$ cat config.mk
export PLATFORM = sky130hd
export DESIGN_NAME = bram_stream_reader
export DESIGN_NICKNAME = d
export VERILOG_FILES = /design/src/rtl/bram_stream_reader.sv
export SDC_FILE = /design/constraint.sdc
export NUM_CORES = 1
export LEC_CHECK = 0
export CAP_MARGIN = 20
export CORE_ASPECT_RATIO = 1.25
export CORE_MARGIN = 2
export CORE_UTILIZATION = 54
export CTS_CLUSTER_DIAMETER = 40
export DETAILED_ROUTE_END_ITERATION = 10
export PLACE_DENSITY = 0.92
export RECOVER_POWER = 100
export SLEW_MARGIN = 20
export SYNTH_ARGS = -nofsm -noshare
export SYNTH_HDL_FRONTEND = slang
export SYNTH_SLANG_ARGS = --single-unit
export TNS_END_PERCENT = 10
$ cat constraint.sdc
create_clock -name clock_i -period 9.67 [get_ports clock_i]
set_clock_uncertainty 0.15 [all_clocks]
set_input_delay 1.4505 -clock clock_i [delete_from_list [all_inputs] [get_ports clock_i]]
set_output_delay 1.4505 -clock clock_i [all_outputs]
set_load 0.01 [all_outputs]
$ cat src/rtl/bram_stream_reader.sv
// Streams a run of consecutive BRAM words out as a valid/ready stream.
// A 2-entry output FIFO absorbs the 1-cycle read latency so backpressure never drops or repeats a beat.
module bram_stream_reader #(
    parameter int RAM_WIDTH  = 64,
    parameter int RAM_DEPTH  = 512,
    parameter int LEN_WIDTH  = $clog2(RAM_DEPTH) + 1,
    localparam int ADDR_WIDTH = $clog2(RAM_DEPTH)
) (
    input  logic                  clock_i,
    input  logic                  reset_n_i,
    input  logic                  start_i,
    input  logic                  abort_i,
    input  logic [ADDR_WIDTH-1:0] base_addr_i,
    input  logic [LEN_WIDTH-1:0]  length_i,
    output logic                  busy_o,
    output logic                  done_o,
    output logic [ADDR_WIDTH-1:0] addr_b_o,
    input  logic [RAM_WIDTH-1:0]  data_b_i,
    output logic [RAM_WIDTH-1:0]  data_o,
    output logic                  valid_o,
    output logic                  last_o,
    input  logic                  ready_i
);

    typedef enum logic {IDLE, READ} state_t;

    state_t                state_q, state_d;
    logic [ADDR_WIDTH-1:0] addr_q, addr_d;
    logic [ADDR_WIDTH-1:0] next_addr_q, next_addr_d;
    logic [LEN_WIDTH-1:0]  remaining_q, remaining_d;
    logic                  inflight_q, inflight_d;
    logic                  inflight_last_q, inflight_last_d;
    logic                  done_q, done_d;
    logic [RAM_WIDTH-1:0]  data0_q, data0_d, data1_q, data1_d;
    logic                  last0_q, last0_d, last1_q, last1_d;
    logic [1:0]            count_q, count_d;

    logic                  pop;
    logic                  issue;
    logic [2:0]            occupancy;

    assign valid_o  = (count_q != 2'd0);
    assign last_o   = last0_q & valid_o;
    assign data_o   = data0_q;
    assign addr_b_o = addr_q;
    assign busy_o   = (state_q == READ);
    assign done_o   = done_q;

    assign pop       = valid_o & ready_i;
    // Occupancy after this cycle's pop, counting the word still on its way out of the BRAM.
    assign occupancy = 3'(count_q) + 3'(inflight_q) - 3'(pop);
    assign issue     = (state_q == READ) && (remaining_q != '0) && (occupancy < 3'd2);

    always_comb begin
        state_d         = state_q;
        addr_d          = addr_q;
        next_addr_d     = next_addr_q;
        remaining_d     = remaining_q;
        inflight_d      = 1'b0;
        inflight_last_d = inflight_last_q;
        done_d          = 1'b0;
        data0_d         = data0_q;
        data1_d         = data1_q;
        last0_d         = last0_q;
        last1_d         = last1_q;
        count_d         = count_q;

        if (pop) begin
            data0_d = data1_q;
            last0_d = last1_q;
            count_d = count_q - 2'd1;
        end
        // The returning word lands in the first free slot once the pop has shifted the head.
        if (inflight_q) begin
            if (count_d == 2'd0) begin
                data0_d = data_b_i;
                last0_d = inflight_last_q;
                count_d = 2'd1;
            end else if (count_d == 2'd1) begin
                data1_d = data_b_i;
                last1_d = inflight_last_q;
                count_d = 2'd2;
            end
        end

        if (issue) begin
            addr_d          = next_addr_q;
            next_addr_d     = (next_addr_q == ADDR_WIDTH'(RAM_DEPTH - 1)) ? '0 : next_addr_q + 1'b1;
            remaining_d     = remaining_q - 1'b1;
            inflight_d      = 1'b1;
            inflight_last_d = (remaining_q == LEN_WIDTH'(1));
        end

        case (state_q)
            IDLE: begin
                if (start_i) begin
                    if (length_i == '0) begin
                        done_d = 1'b1;
                    end else begin
                        state_d     = READ;
                        next_addr_d = base_addr_i;
                        remaining_d = length_i;
                    end
                end
            end
            READ: begin
                // Abort takes priority over a final handshake in the same cycle.
                if (abort_i) begin
                    state_d     = IDLE;
                    remaining_d = '0;
                    inflight_d  = 1'b0;
                    count_d     = 2'd0;
                end else if (pop && last0_q) begin
                    state_d = IDLE;
                    done_d  = 1'b1;
                end
            end
            default: state_d = IDLE;
        endcase
    end

    always_ff @(posedge clock_i or negedge reset_n_i) begin
        if (!reset_n_i) begin
            state_q         <= IDLE;
            addr_q          <= '0;
            next_addr_q     <= '0;
            remaining_q     <= '0;
            inflight_q      <= 1'b0;
            inflight_last_q <= 1'b0;
            done_q          <= 1'b0;
            data0_q         <= '0;
            data1_q         <= '0;
            last0_q         <= 1'b0;
            last1_q         <= 1'b0;
            count_q         <= 2'd0;
        end else begin
            state_q         <= state_d;
            addr_q          <= addr_d;
            next_addr_q     <= next_addr_d;
            remaining_q     <= remaining_d;
            inflight_q      <= inflight_d;
            inflight_last_q <= inflight_last_d;
            done_q          <= done_d;
            data0_q         <= data0_d;
            data1_q         <= data1_d;
            last0_q         <= last0_d;
            last1_q         <= last1_d;
            count_q         <= count_d;
        end
    end

endmodule
==> results of run 1 <==
## final timing paths
check	from	endpoint	slack, ps	depth (start not counted)
setup / recovery	ready_i	remaining_q[5]$_DFF_PN0_	3110	13
hold / removal	addr_b_o[0]$_DFFE_PN0N_	addr_b_o[0]$_DFFE_PN0N_	340	2
setup reg to reg	count_q[1]$_DFF_PN0_	remaining_q[5]$_DFF_PN0_	3880	14
hold reg to reg	addr_b_o[0]$_DFFE_PN0N_	addr_b_o[0]$_DFFE_PN0N_	340	2
max in group asynchronous	reset_n_i	data1_q[36]$_DFFE_PN0P_	3690	2
min in group asynchronous	reset_n_i	next_addr_q[4]$_DFF_PN0_	2410	1
## cells by family (layout without fill, tap and decap cells)
family,count (synthesis),in the layout,synth area share
simple gates,166,166,0.1004
flops,164,164,0.5667
mux,131,131,0.1925
compound gates,113,113,0.08207
buf+inv,48,212,0.02799
fa+ha+maj,10,10,0.01831
xor+xnor,10,10,0.01209
## metal layers
metal | up-vias | track usage
li1 | 2529 | -
met1 | 2703 | 0.3049
met2 | 228 | 0.4252
met3 | 62 | 0.05626
met4 | 0 | 0.1161
met5 | - | 0
## through the flow
stage          setup WS, ps  instance area (µm²)  cells    util
6_report               3106                 9587    977  0.7278
5_1_grt                2664                 9587    977  0.7278
4_1_cts                4114                 9574    975  0.7268
3_5_place_dp           3717                 8995    944  0.6828
3_3_place_gp           3590                 8984    944  0.6820
2_1_floorplan          5514                 7242    642       -
## report_power, final
part | switching, W | leakage (nW) | total, W | internal [W]
clock network | 0.000259 | 0.275 | 0.000658 | 0.000399
logic | 0.000491 | 2.20 | 0.000997 | 0.000506
registers | 0.000184 | 2.10 | 0.00114 | 0.000961
## state kept, by name (all words and copies together), names as in the netlist, 2 cells and up
register,flops
remaining_q,10
addr_b_o,9
next_addr_q,9
data1_q,64
count_q,2
data_o,64
## cells in the mapped netlist, types with 3 or more instances
cell,number,share of area
a21oi_1,17,0.012
a31oi_1,6,0.0052
buf_2,15,0.010
clkbuf_1,19,0.0098
dfrtp_1,164,0.57
ha_1,9,0.016
inv_1,11,0.0057
mux2_2,66,0.10
mux2i_1,65,0.090
nand2_1,116,0.060
nand3_1,6,0.0041
nand4_1,4,0.0035
nor2_1,19,0.0098
nor4_1,3,0.0026
o21ai_0,83,0.057
o22ai_1,3,0.0026
or4_1,3,0.0031
xor2_1,8,0.0097
## layout make-up
class	instances	area [µm²]	area share
Sequential cell	164	4104	0.4281
Inverter	11	41.29	0.004307
Clock inverter	8	101.3	0.01057
Timing Repair Buffer	170	1705	0.1779
Clock buffer	23	478.0	0.04986
Tap cell	171	214.0	0.02232
Multi-Input combinational cell	430	2943	0.3070
## worst reg2reg max path: stages (launching register included)
cell and delay, ps:
dfrtp_1 440, inv_1 90, ha_1 240, nand2b_4 160
buf_6 580, inv_1 320, ha_1 380, inv_1 100
nand2_1 70, fa_1 490, nand2_1 110, a311oi_1 1820
nand4b_1 310, xor2_1 270, a21oi_1 90
## cell usage in the layout (no fill, tap or decap), types with 2 or more instances in the layout
cell type	Yosys	layout
xnor2_1	2	2
dfrtp_1	164	164
clkbuf_1	19	7
o21ai_0	83	83
nand3_1	6	6
xor2_1	8	8
inv_1	11	11
clkdlybuf4s50_1	0	84
nand3b_1	2	2
ha_1	9	9
nand4_1	4	4
nor3_1	2	2
dlygate4sd3_1	0	79
nor2b_1	2	2
clkinvlp_4	0	3
or4_1	3	3
clkbuf_8	0	3
a21oi_1	17	17
nand4b_1	2	2
nor4_1	3	3
bufinv_16	0	2
mux2_2	66	65
nand2_1	116	116
nor2_1	19	19
a31oi_1	6	6
clkinv_2	0	2
o22ai_1	3	3
mux2i_1	65	65
clkbuf_16	0	17
==> impl_metrics.json, run 1 <==
{
  "status": "finished with violations",
  "violations": "max-capacitance violations, max-slew violations",
  "grt_pass1_vias": 5848,
  "drt_iter0_drc": 291,
  "max-slew-margin-rel": -1.898,
  "clkTransAtPathRegs_ps": 60,
  "routed_via_density": 5.652,
  "critPathBufInv": 4,
  "cp-end-kind": "register",
  "first_pass_iters": 5,
  "clk_path_buf_depth": 2,
  "synth-main-ff-cell": "dfrtp_1",
  "avgSynthCellArea_um2": 11.28,
  "core_area_um2": 13170,
  "grt-ovfl-total": 0,
  "nets": 892,
  "syn_area_um2": 7242,
  "num-fill-cells": 900,
  "die_h_um": 133.5,
  "crit_arrival_ps": 6670,
  "hpwl_um": 11640,
  "wirelength_met1_um": 6911,
  "whs_ps": 339.9,
  "setup_viol": 0,
  "insertion_delay_ps": 420,
  "ys_ff_latch": 164,
  "cts_setup_buffers": 0,
  "worstPathMaxFanout": 67,
  "grt_max_degree": 131,
  "cp_slowest_cell": "a311oi_1",
  "area_growth_pct": 32.38,
  "top_layer_used": "met4",
  "synth_edf_count": 0,
  "worst-setup-path-type": "input pin to register",
  "drcViolationCount": 0,
  "initial_core_util": 0.5498,
  "routed_wl_um": 17590,
  "synth_cell_type_count": 36,
  "rows": 47,
  "port_buffers": 164,
  "hold_buffers": 0,
  "hold_violations": 0,
  "rsz0062_at_grt": "no",
  "ant_nets": 0,
  "ioPinCount": 165,
  "cts_tree": "built",
  "slew_violations": 278,
  "antenna_found_initial": 0,
  "layout-drive-gt1-share": 0.1228,
  "die_x_um": 107.6,
  "cts.sinks": 164,
  "peakVddDrop_uv": 247.1,
  "netlist_instances": 642,
  "min_period_over_period": 0.6788,
  "wl_per_cell_um": 18.00,
  "min_path_type": "register to register",
  "synth_warnings": 0,
  "post_cts_resized": 0,
  "start_kind": "input pin",
  "power_density_nw_per_um2": 292.1,
  "worstPathRequired_ps": 9780,
  "worstMarginPinSlew_ps": 4347,
  "synth-seq-area-share": 0.5667,
  "grt_usage": 0.2514,
  "dr_wl_met2_um": 8983,
  "grt_pass1_wl_um": 28260,
  "p_total_w": 0.002800,
  "max_freq_ghz": 0.1523,
  "htreeDepth": 4,
  "worstPathCellList": "dlygate4sd3_1 > nand2b_4 > buf_6 > inv_1 > ha_1 > inv_1 > nand2_1 > fa_1 > nand2_1 > a311oi_1 > nand4b_1 > xor2_1 > a21oi_1",
  "fin_crit_ps": 6564,
  "cap_violations": 6,
  "gp_congestion": 0.9046,
  "cts_made_buffers": 17,
  "synthesis.nets": 740,
  "wl_met3_um": 1013,
  "cpLargestDelayFamily": "compound AO/OA/AOI/OAI gates",
  "power.leakage_nw": 4.580,
  "clockRootBuffer": "clkbuf_16",
  "antennaDiodeCount": 0,
  "ys_async_sr_fraction": 1.000,
  "die_area_um2": 14360,
  "tns_ps": 0,
  "vias": 5522,
  "critical_path.max_stage_delay_ps": 1820
}
Power figures use the tool's default switching activity.
==> run 2, diff against run 1 <==
- CORE_UTILIZATION: 54 -> 46
- PLACE_DENSITY: 0.92 -> 0.84
- clock period: 9.67 -> 5.9 ns (I/O delays scaled with it)
==> impl_metrics.json, run 2 (same netlist as run 1, synthesis figures left out) <==
{
  "p_seq_frac": 0.411,
  "max_freq_ghz": 0.2262,
  "routed_via_density": 5.169,
  "die_x_um": 116.2,
  "die_area_um2": 16770,
  "core_area_um2": 15510,
  "num-fill-cells": 1256,
  "setup_viol": 0,
  "routed_wl_um": 15210,
  "ioPinCount": 165,
  "clkTransAtPathRegs_ps": 60,
  "area_growth_pct": 33.02,
  "grt_max_degree": 131,
  "gp_congestion": 0.7853,
  "violations": "max-capacitance violations, max-slew violations",
  "status": "finished with violations",
  "cts.sinks": 164,
  "switching_share": 0.3195,
  "min_path_type": "register to register",
  "p_total_w": 0.004495,
  "grt_usage": 0.1889,
  "cap_violations": 3,
  "clk_path_buf_depth": 2,
  "reg2reg_slack_ps": 1740,
  "clockRootBuffer": "clkbuf_16",
  "htreeDepth": 4,
  "power_density_nw_per_um2": 466.6,
  "worstPathMaxFanout": 66,
  "hpwl_um": 10330,
  "vias": 5272,
  "worstMarginPinSlew_ps": 2362,
  "power.leakage_nw": 4.586,
  "cts_tree": "built",
  "rows": 51,
  "tns_ps": 0,
  "min_from": "addr_b_o[5]$_DFFE_PN0N_",
  "post_cts_resized": 0,
  "drcViolationCount": 0,
  "nets": 893,
  "worst-setup-path-type": "input pin to register",
  "pwr-share-comb": 0.347,
  "drt_iter0_drc": 223,
  "layout-drive-gt1-share": 0.1301,
  "slew_violations": 145,
  "hold_buffers": 0,
  "grt-ovfl-total": 0,
  "intPower_w": 0.003059,
  "peakVddDrop_uv": 239.2,
  "mostFrequentLayoutCells": "164 x dfrtp_1, 116 x nand2_1, 84 x clkdlybuf4s50_1, 83 x o21ai_0, 79 x dlygate4sd3_1",
  "cts_made_buffers": 17,
  "port_buffers": 164,
  "rsz0062_at_grt": "no",
  "insertion_delay_ps": 420,
  "max-slew-margin-rel": -0.5745,
  "die_h_um": 144.3,
  "hold_violations": 0,
  "grt_pass1_wl_um": 24760,
  "final_common_cell": "dfrtp_1",
  "ant_nets": 0,
  "critPathLaunch": "ready_i",
  "min_period_over_period": 0.7491,
  "wl_per_cell_um": 14.92,
  "initial_core_util": 0.4670,
  "worstPathRequired_ps": 6040,
  "grt_pass1_vias": 5299,
  "cp-end-kind": "register",
  "antenna_found_initial": 1,
  "cts_setup_buffers": 0,
  "start_kind": "input pin",
  "reg2reg_from": "count_q[1]$_DFF_PN0_",
  "first_pass_iters": 4,
  "crit_arrival_ps": 4560,
  "fin_crit_ps": 4420,
  "p_clk_frac": 0.242,
  "switching_power_w": 0.001436
}
## run 2: final cells by class
class / instances / area (µm²) / area share
Tap cell: 212 / 265.3 / 0.02754
Sequential cell: 164 / 4104 / 0.4260
Inverter: 11 / 41.29 / 0.004286
Clock buffer: 20 / 446.7 / 0.04637
Timing Repair Buffer: 171 / 1692 / 0.1756
Antenna cell: 1 / 2.502 / 0.0002598
Multi-Input combinational cell: 430 / 2947 / 0.3059
Clock inverter: 11 / 135.1 / 0.01403
## run 2: path summary, 6_finish.rpt
kind / depth (start not counted) / to
worst max-delay path: 9 / data1_q[54]$_DFFE_PN0P_
worst min-delay path: 2 / addr_b_o[5]$_DFFE_PN0N_
worst max register to register: 10 / data1_q[54]$_DFFE_PN0P_
worst min register to register: 2 / addr_b_o[5]$_DFFE_PN0N_
max in group asynchronous: 2 / inflight_q$_DFF_PN0_
min in group asynchronous: 1 / data_o[4]$_DFF_PN0_
## run 2: stage by stage
stage / worst slack [ps] / hold slack [ps] / cell area, µm² / util / instances
detailed placement: 1382 / 311.7 / 9050 / 0.5836 / 987
CTS: 1828 / 230.6 / 9632 / 0.6212 / 1018
global route: 1128 / 346.3 / 9630 / 0.6211 / 1019
floorplan: 2310 / 317.3 / 7242 / - / 642
finish: 1480 / 315.6 / 9633 / 0.6212 / 1020
global placement: 1538 / 312.5 / 9050 / 0.5836 / 987
## run 2: metal layers
metal | vias to the layer above | wire length, µm | GRT usage | part of all wire
met3 | 28 | 699 | 0.04736 | 0.046
met4 | 0 | 343 | 0.07268 | 0.023
met5 | - | 0 | 0 | 0
li1 | 2533 | - | - | -
met1 | 2573 | 6354 | 0.2262 | 0.42
met2 | 138 | 7816 | 0.3262 | 0.51
## run 2: worst max-delay path: stages
cell and delay, ps:
dlygate4sd3_1 570, nand2b_2 100, buf_6 590, nor2_1 80, a21oi_1 280, ha_1 220, nand3b_1 120, clkbuf_1 1220
mux2_2 440
## run 2: power groups by stage
stage | sequential [W] | combinational [W] | clock, W
2_1_floorplan | 0.00190 | 0.000899 | 0
3_3_place_gp | 0.00185 | 0.00160 | 0
3_5_place_dp | 0.00187 | 0.00166 | 0
4_1_cts | 0.00186 | 0.00166 | 0.00111
5_1_grt | 0.00190 | 0.00174 | 0.00116
6_report | 0.00185 | 0.00156 | 0.00109
==> run 3, diff against run 2 <==
- clock period: 5.9 -> 3.61 ns (I/O delays scaled with it)
==> impl_metrics.json, run 3 (same netlist as run 1, synthesis figures left out) <==
{
  "cts_setup_buffers": 0,
  "initial_core_util": 0.4670,
  "die_x_um": 116.2,
  "grt-ovfl-total": 0,
  "mostFrequentLayoutCells": "164 x dfrtp_1, 116 x nand2_1, 85 x clkdlybuf4s50_1, 83 x o21ai_0, 78 x dlygate4sd3_1",
  "routed_wl_um": 15430,
  "die_h_um": 144.3,
  "max_freq_ghz": 0.3022,
  "cp-end-kind": "register",
  "rows": 51,
  "critPathLaunch": "count_q[1]$_DFF_PN0_",
  "layout-drive-gt1-share": 0.1362,
  "cts_made_buffers": 17,
  "crit_arrival_ps": 3490,
  "cap_violations": 1,
  "hold_violations": 0,
  "clkTransAtPathRegs_ps": 60,
  "die_area_um2": 16770,
  "area_growth_pct": 33.59,
  "routed_via_density": 5.056,
  "port_buffers": 164,
  "holdPathEnd": "addr_b_o[2]$_DFFE_PN0N_",
  "worstPathRequired_ps": 3790,
  "cts_tree": "built",
  "antennaDiodeCount": 0,
  "ioPinCount": 165,
  "hold_buffers": 0,
  "status": "finished with violations",
  "worst-setup-path-type": "register to register",
  "ant_nets": 0,
  "grt_max_degree": 80,
  "tns_ps": 0,
  "gp_congestion": 0.8166,
  "antenna_found_initial": 0,
  "core_area_um2": 15510,
  "clockRootBuffer": "clkbuf_16",
  "grt_pass1_vias": 5249,
  "htreeDepth": 4,
  "reg2reg_from": "count_q[1]$_DFF_PN0_",
  "max-slew-margin-rel": -0.3206,
  "insertion_delay_ps": 410,
  "power_density_nw_per_um2": 755.8,
  "start_kind": "register",
  "peakVddDrop_uv": 327.3,
  "slew_violations": 80,
  "holdPathStages": 2,
  "clk_path_buf_depth": 2,
  "min_period_over_period": 0.9167,
  "final_common_cell": "dfrtp_1",
  "drt_iter0_drc": 299,
  "worstReg2RegEnd": "next_addr_q[6]$_DFF_PN0_",
  "vias": 5193,
  "wl_per_cell_um": 15.02,
  "power.leakage_nw": 4.602,
  "violations": "max-capacitance violations, max-slew violations",
  "min_path_type": "register to register",
  "reg2reg_depth": 12,
  "cts.sinks": 164,
  "grt_pass1_wl_um": 25660,
  "worstMarginPinSlew_ps": 1981,
  "rsz0062_at_grt": "no",
  "fin_crit_ps": 3309,
  "setup_viol": 0,
  "nets": 900,
  "grt_usage": 0.1950,
  "post_cts_resized": 0,
  "min_from": "addr_b_o[2]$_DFFE_PN0N_",
  "reg2reg_slack_ps": 300,
  "whs_ps": 323.3,
  "drcViolationCount": 0,
  "hpwl_um": 10670,
  "first_pass_iters": 4,
  "worstPathMaxFanout": 9
}
## run 3: changes by cell type in the layout (fill, tap and decap cells not counted), moves of 2 or more
cell / change
buf_4: +5
clkbuf_8: +2
clkinvlp_4: +2
clkinv_2: -5
clkbuf_4: +2
bufinv_16: -2
clkbuf_1: +2
## run 3: where the power goes
part | internal, W | leakage (nW) | switching [W]
logic | 0.00137 | 2.24 | 0.00125
clock network | 0.00100 | 0.260 | 0.000686
registers | 0.00257 | 2.10 | 0.000426
total | 0.00495 | 4.60 | 0.00236
## run 3: worst max path at each step
stage / cells past startpoint / slack, ps / end
after floorplan: 14 / 230 / next_addr_q[7]$_DFF_PN0_
after global placement: 11 / 80 / next_addr_q[3]$_DFF_PN0_
after detailed placement: 11 / 20 / next_addr_q[6]$_DFF_PN0_
after CTS: 12 / 290 / next_addr_q[6]$_DFF_PN0_
after global routing: 14 / 30 / next_addr_q[2]$_DFF_PN0_
final: 12 / 300 / next_addr_q[6]$_DFF_PN0_
## run 3: cell type report
| type | count | area, µm² |
|---|---|---|
| sequential | 164 | 4104 |
| clock buffer | 25 | 485.5 |
| timing repair buffer | 178 | 1754 |
| fill | 1235 | 5832 |
| tap | 212 | 265.3 |
| inverter | 11 | 41.29 |
| clock inverter | 7 | 73.82 |
| multi-input combinational | 430 | 2950 |
## run 3: per-layer routing
metal  vias up  GRT usage  part of all wire
met2       116     0.3363              0.52
met4         0    0.05075            0.0090
met1      2514     0.2450              0.43
met5         -          0                 0
li1       2555          -                 -
met3         8    0.04778             0.037
## run 3: stage by stage
stage	area (µm²)	utilization	std cells	total power (W)	setup WS (ps)
floorplan	7242	-	642	0.004571	228.7
global placement	9173	0.5915	995	0.005705	83.70
finish	9674	0.6239	1027	0.007312	300.7
global route	9674	0.6239	1027	0.007850	33.22
detailed placement	9173	0.5915	995	0.005837	17.76
CTS	9732	0.6276	1027	0.007560	293.5
## run 3: worst max-delay path: stages (launching register included)
cell,delay [ps]
dfrtp_1,430
inv_1,60
ha_1,210
nand2b_4,150
inv_1,90
ha_1,250
inv_1,80
nand2_1,70
fa_1,490
nand2_1,100
a311o_1,460
or4_1,500
a31oi_1,190
